===== src/rtl/shift_register_n.sv =====
`default_nettype none
// ============================================================================
// Module      : shift_register_n
// Description : N-bit parallel-load / serial-shift register with transfer
//               control. A load captures d and starts a transfer; each
//               shift_en cycle advances one bit position until N shifts
//               have completed, at which point done pulses for one cycle
//               and the block returns to idle.
//
// Ports       : clk      - clock, all state updates on the rising edge
//               reset    - asynchronous, active-low reset
//               clear    - synchronous clear of all state (highest priority)
//               load     - parallel load of d, starts or restarts a transfer
//               d        - parallel load data, N bits
//               shift_en - advance one bit position this cycle (SHIFT only)
//               sin      - serial data in
//               q        - register contents
//               sout     - serial data out, combinational from q
//               count    - shifts completed in the current transfer
//               busy     - high while a transfer is in progress
//               done     - one-cycle pulse when the transfer completes
//
// Revision    : 1.0 - initial release
// ============================================================================
module shift_register_n #(
    parameter int N         = 8,    // register width in bits, N >= 2
    parameter bit MSB_FIRST = 1'b1  // 1: shift toward MSB, 0: toward LSB
) (
    input  logic                     clk,
    input  logic                     reset,
    input  logic                     clear,
    input  logic                     load,
    input  logic [N-1:0]             d,
    input  logic                     shift_en,
    input  logic                     sin,
    output logic [N-1:0]             q,
    output logic                     sout,
    output logic [$clog2(N+1)-1:0]   count,
    output logic                     busy,
    output logic                     done
);

    // ------------------------------------------------------------------------
    // Constants
    // ------------------------------------------------------------------------
    localparam int c_CW = $clog2(N+1);

    // State encoding
    localparam logic [0:0] c_IDLE  = 1'b0;
    localparam logic [0:0] c_SHIFT = 1'b1;

    // Count value at which the next shift is the final one of the transfer
    localparam logic [c_CW-1:0] c_LAST = c_CW'(N-1);
    localparam logic [c_CW-1:0] c_ONE  = c_CW'(1);

    // ------------------------------------------------------------------------
    // Signals
    // ------------------------------------------------------------------------
    logic [0:0]      r_state;
    logic [0:0]      w_next_state;
    logic [N-1:0]    r_q;
    logic [c_CW-1:0] r_count;
    logic            r_done;

    logic [N-1:0]    w_shifted;     // r_q advanced by one position with sin
    logic            w_sout;
    logic            w_shift_fire;  // a shift actually happens this cycle
    logic            w_last_shift;  // this shift completes the transfer
    logic            w_busy;

    // ------------------------------------------------------------------------
    // Shift direction selection. The serial output is always the bit that
    // will leave the register on the next shift.
    // ------------------------------------------------------------------------
    generate
        if (MSB_FIRST) begin : g_msb_first
            assign w_shifted = {r_q[N-2:0], sin};
            assign w_sout    = r_q[N-1];
        end else begin : g_lsb_first
            assign w_shifted = {sin, r_q[N-1:1]};
            assign w_sout    = r_q[0];
        end
    endgenerate

    // ------------------------------------------------------------------------
    // FSM: state register
    // ------------------------------------------------------------------------
    always_ff @(posedge clk or negedge reset) begin
        if (!reset) begin
            r_state <= c_IDLE;
        end else begin
            r_state <= w_next_state;
        end
    end

    // ------------------------------------------------------------------------
    // FSM: next-state logic. Priority is clear > load > shift_en; a load is
    // accepted in either state, so a load during SHIFT simply restarts.
    // ------------------------------------------------------------------------
    always_comb begin
        w_next_state = r_state;
        if (clear) begin
            w_next_state = c_IDLE;
        end else if (load) begin
            w_next_state = c_SHIFT;
        end else begin
            case (r_state)
                c_IDLE: begin
                    w_next_state = c_IDLE;
                end
                c_SHIFT: begin
                    if (w_last_shift) begin
                        w_next_state = c_IDLE;
                    end
                end
                default: begin
                    w_next_state = c_IDLE;
                end
            endcase
        end
    end

    // ------------------------------------------------------------------------
    // FSM: output / decode logic. busy is a pure decode of the state. The
    // shift qualifiers ignore clear/load; those are resolved by priority in
    // the datapath and next-state logic.
    // ------------------------------------------------------------------------
    always_comb begin
        w_busy       = 1'b0;
        w_shift_fire = 1'b0;
        w_last_shift = 1'b0;
        case (r_state)
            c_IDLE: begin
                w_busy = 1'b0;
            end
            c_SHIFT: begin
                w_busy       = 1'b1;
                w_shift_fire = shift_en;
                w_last_shift = shift_en && (r_count == c_LAST);
            end
            default: begin
                w_busy = 1'b0;
            end
        endcase
    end

    // ------------------------------------------------------------------------
    // Datapath: shift register, transfer counter and done pulse.
    // count only advances while in SHIFT and SHIFT is left on the shift that
    // reaches N, so count saturates at N and can never wrap. done is
    // registered and defaults low every cycle, which makes it a single-cycle
    // pulse; clear and load both suppress it, so a restarted or cleared
    // transfer never reports completion.
    // ------------------------------------------------------------------------
    always_ff @(posedge clk or negedge reset) begin
        if (!reset) begin
            r_q     <= '0;
            r_count <= '0;
            r_done  <= 1'b0;
        end else if (clear) begin
            r_q     <= '0;
            r_count <= '0;
            r_done  <= 1'b0;
        end else if (load) begin
            r_q     <= d;
            r_count <= '0;
            r_done  <= 1'b0;
        end else if (w_shift_fire) begin
            r_q     <= w_shifted;
            r_count <= r_count + c_ONE;
            r_done  <= w_last_shift;
        end else begin
            // Stall in SHIFT or any cycle in IDLE: hold data, drop done.
            r_done  <= 1'b0;
        end
    end

    // ------------------------------------------------------------------------
    // Outputs
    // ------------------------------------------------------------------------
    assign q     = r_q;
    assign sout  = w_sout;
    assign count = r_count;
    assign busy  = w_busy;
    assign done  = r_done;

endmodule
`default_nettype wire


===== config.mk =====
export PLATFORM = sky130hd
export DESIGN_NAME = shift_register_n
export DESIGN_NICKNAME = d
export VERILOG_FILES = /design/src/rtl/shift_register_n.sv
export SDC_FILE = /design/constraint.sdc
export NUM_CORES = 1
export LEC_CHECK = 0
export BUFFER_PORTS_ARGS = -buffer_cell sky130_fd_sc_hd__buf_2
export CORE_MARGIN = 5
export CORE_UTILIZATION = 45
export CTS_CLUSTER_DIAMETER = 80
export DETAILED_ROUTE_END_ITERATION = 16
export PLACE_DENSITY = 0.87
export REMOVE_ABC_BUFFERS = 1
export SYNTH_ARGS = -nofsm -noshare
export SYNTH_HDL_FRONTEND = slang
export SYNTH_SLANG_ARGS = --single-unit

===== constraint.sdc =====
create_clock -name clk -period 1.3 [get_ports clk]
set_input_delay 0 -clock clk [delete_from_list [all_inputs] [get_ports clk]]
set_output_delay 0 -clock clk [all_outputs]
set_load 0.02 [all_outputs]

---- Word level (Yosys, flattened, before mapping) ----
Index checks and enable logic that the tools add are counted.
word-level totals
  flip-flop bits (word level) ............. 14
  output and inout port bits .............. 15
  word-level logic and storage cells ...... 25
operators by class
  add/sub/neg operators ................... 1
  equality and inequality tests ........... 1
  mux-type cells .......................... 16
  bitwise logic cells ..................... 1
  reductions and logical operators ........ 2
operator list
  kind                   count
  $mux W8                3
  $mux W4                3
  $mux W1                8
  $add A4 B1 Y4 const B  1
  $eq A4 B3 Y1 const B   1
  $pmux W1 S2            2
  $reduce_bool A3 Y1     1
  $logic_and A1 B1 Y1    1
  $not A1 Y1             1

---- Depth between registers and ports, before layout ----
  word-level depth ........................ 7
  gate-level depth with buffers ........... 4

---- Worst setup path before layout ----
Ideal clock, no wire load.
  kind .................................... register to register
  start ................................... register r_state
  end ..................................... register r_q[7], in the netlist q[7]
  library setup time ...................... 95 ps
  arrival time ............................ 1209 ps
  required time ........................... 1205 ps
  setup slack ............................. -5 ps
  stages on the path, launching flop included .. 5
  path buffers ............................ 1
  clock period less this slack ............ 1305 ps
  cell sequence ........................... dfrtp_1 a211oi_4 buf_4 nand2_1 o31ai_1
on the way
  cells in the longest elaborated chain, start to end .. 2
RTL lines
  element                       RTL line  source
  start, declared               59        logic [0:0] r_state;
  start signal, assigned        90        r_state <= c_IDLE;
  start signal, assigned        92        r_state <= w_next_state;
  $mux W1                       132       case (r_state)
  $reduce_bool A3 Y1 (no line)  -
  end signal, assigned          169       r_q <= w_shifted;
  end, declared                 61        logic [N-1:0] r_q;
Every way passes these cells.
A chain may end at the register's enable or synchronous reset.

---- Worst setup path in the final report ----
  start ................................... register r_state
  end ..................................... register r_q[3], in the netlist q[3]
Same word-level chain as after synthesis.

==> flow_summary.json <==
{
  "irDropWorstVdd_mv": 0.5277,
  "cap_viol_max_count": 0,
  "min_to": "q[0]",
  "dpl.cell_count": 106,
  "fin_worst_skew_ps": 1.967,
  "end_kind": "register",
  "grt_usage": 0.1335,
  "cp-start-kind": "register",
  "cts_made_buffers": 3,
  "grt_max_degree": 17,
  "start_util": 0.4685,
  "grt_pass1_wl_mm": 2.518,
  "cp_max_fo": 16,
  "insertion_delay_ps": 270,
  "layout_commonest_cell": "buf_2",
  "yosys.area.top_type": "dfrtp_1",
  "drc": 0,
  "drtPass1Iterations": 2,
  "required_ps": 1470,
  "worst-r2r-cell-count": 4,
  "min_delay_path_depth": 3,
  "hold_violations": 0,
  "htreeDepth": 1,
  "regArea_um2": 350.3,
  "rows": 14,
  "globalRoute.totalOverflow": 0,
  "status": "complete, no violations",
  "fp.dieW_um": 49.14,
  "die-height_um": 49.14,
  "post-place-ws_ps": 147.0,
  "slew_headroom": 0.7906,
  "grt_pass1_vias": 547,
  "fillers": 136,
  "p_total_mw": 0.8758,
  "layout.cells.non_filler": 110,
  "coreArea_um2": 1471,
  "wl_per_cell_um": 13.42,
  "tns_ps": 0,
  "max_freq_mhz": 860.0,
  "rsz0062_at_grt": "no",
  "yosysSeqAreaShare": 0.5082,
  "drive_gt1_frac": 0.3830,
  "power_density_nw_per_um2": 1004,
  "reg2reg_slack_ps": 140,
  "slew_violations": 0,
  "gp_congestion": 0.7051,
  "cts-root-buf": "clkbuf_4",
  "setup_ws_ps": 137.2,
  "hold_class": "in2reg",
  "setup_viol": 0,
  "netlist_area_um2": 689.4,
  "cts_tree": "done",
  "syn_area_per_cell_um2": 10.77,
  "syn-instance-count": 64,
  "antenna_left": 0,
  "tightest_slew_ps": 314.1,
  "portBuffers": 28,
  "diodes": 0,
  "path_clk_slew_ps": 80,
  "multiInputGateArea_um2": 310.3,
  "ios": 29,
  "dieArea_um2": 2415,
  "drt_iter0_drc": 8,
  "area_growth_syn_to_layout_pct": 26.50,
  "r2r-start": "r_state",
  "mostFrequentLayoutCells": "buf_2 (28), dfrtp_1 (14), nand2_1 (11), mux2i_1 (8), o31ai_1 (8)",
  "holdCritStartpoint": "sin",
  "fin_util": 0.5927,
  "antenna_found_initial": 0,
  "synth_top_cell_area_share": 0.5082,
  "p_leak_nw": 0.4474,
  "criticalPathCategory": "reg2reg",
  "fin_nets": 111,
  "cts_num_sinks": 14,
  "r2r-end": "q[3]",
  "final.period_utilization": 0.8944,
  "synthDistinctLibCells": 19,
  "worstPathArrival_ps": 1330,
  "routed_wl_mm": 1.476,
  "ys_warn_count": 0,
  "synth-seq-cells": 14,
  "clk_path_buf_depth": 2,
  "ys_top_cells_by_area": "dfrtp_1 (51%), mux2i_1 (12%), o31ai_1 (8.7%), nand2_1 (6.0%), a211oi_4 (2.9%)",
  "post-route-min-period_ps": 1163,
  "dp_hpwl_mm": 1.129,
  "vias": 589,
  "avgViaCountPerCell": 5.355
}
==> power by group <==
group	total (mW)	switching (mW)	internal (mW)	leakage, nW
combinational	0.165	0.0996	0.0651	0.245
clock	0.234	0.127	0.107	0.0138
sequential	0.477	0.0192	0.458	0.188
==> how the worst max path moves through the flow <==
| stage | from | end | slack [ps] | cells after the start |
|---|---|---|---|---|
| 2_1_floorplan | r_state | q[0] | -7 | 2 |
| 3_3_place_gp | r_state | q[7] | 210 | 4 |
| 3_5_place_dp | r_state | q[3] | 150 | 4 |
| 4_1_cts | r_state | q[3] | 130 | 4 |
| 5_1_grt | r_state | q[4] | 50 | 4 |
| 6_report | r_state | q[3] | 140 | 4 |
==> metrics by stage <==
stage | hold WS [ps] | area, um2
3_3_place_gp | -91.92 | 839.6
3_5_place_dp | -88.36 | 839.6
2_1_floorplan | -295.6 | 664.4
5_1_grt | 62.00 | 872.1
6_report | 48.19 | 872.1
4_1_cts | 50.09 | 872.1
==> logic make-up after synthesis <==
group	count (synthesis)	synth area share
XOR/XNOR	2	0.02541
adder cells (fa/ha/maj)	1	0.01815
flip-flops	14	0.5082
buffers and inverters	5	0.04173
multiplexers	8	0.1162
AND/OR/NAND/NOR	21	0.1452
AO/OA/AOI/OAI	13	0.1452
==> layout make-up <==
type	instances	share of cell area
Sequential cell	14	0.4017
Clock buffer	3	0.02582
Tap cell	16	0.02296
Multi-Input combinational cell	45	0.3558
Inverter	1	0.004304
Timing Repair Buffer	31	0.1894
==> flip-flops by register name, indices dropped and copies added (netlist names) <==
name and cells:
r_state 1, done 1, count 4, q 8
==> metal layers <==
layer	global-route usage	share of wire	vias up
li1	-	-	290
met1	0.1587	0.43	277
met2	0.2060	0.49	18
met3	0.02446	0.057	4
met4	0.1076	0.022	0
met5	0	0	-
==> critical path: stages (launching register included) <==
cell and delay [ps]:
dfrtp_1 450, a211oi_4 250, buf_4 230, nand2_1 70, o31ai_1 70
==> cells in the mapped netlist <==
| library cell | number |
|---|---|
| buf_2 | 2 |
| or2_2 | 1 |
| mux2i_1 | 8 |
| dfrtp_1 | 14 |
| nor4_1 | 1 |
| inv_1 | 1 |
| a21oi_1 | 3 |
| nand3_2 | 1 |
| o31ai_1 | 8 |
| buf_4 | 2 |
| o21ai_0 | 1 |
| or3_1 | 1 |
| a211oi_4 | 1 |
| xor2_1 | 2 |
| nand2_1 | 11 |
| nor2_1 | 3 |
| ha_1 | 1 |
| nand3_1 | 2 |
| nand4b_1 | 1 |
==> timing repair <==
action,CTS,global route
hold buffers,1,0
setup buffers,0,0
gates resized for setup,0,0
hold endpoints to repair,14,0
Power figures use the tool's default switching activity.
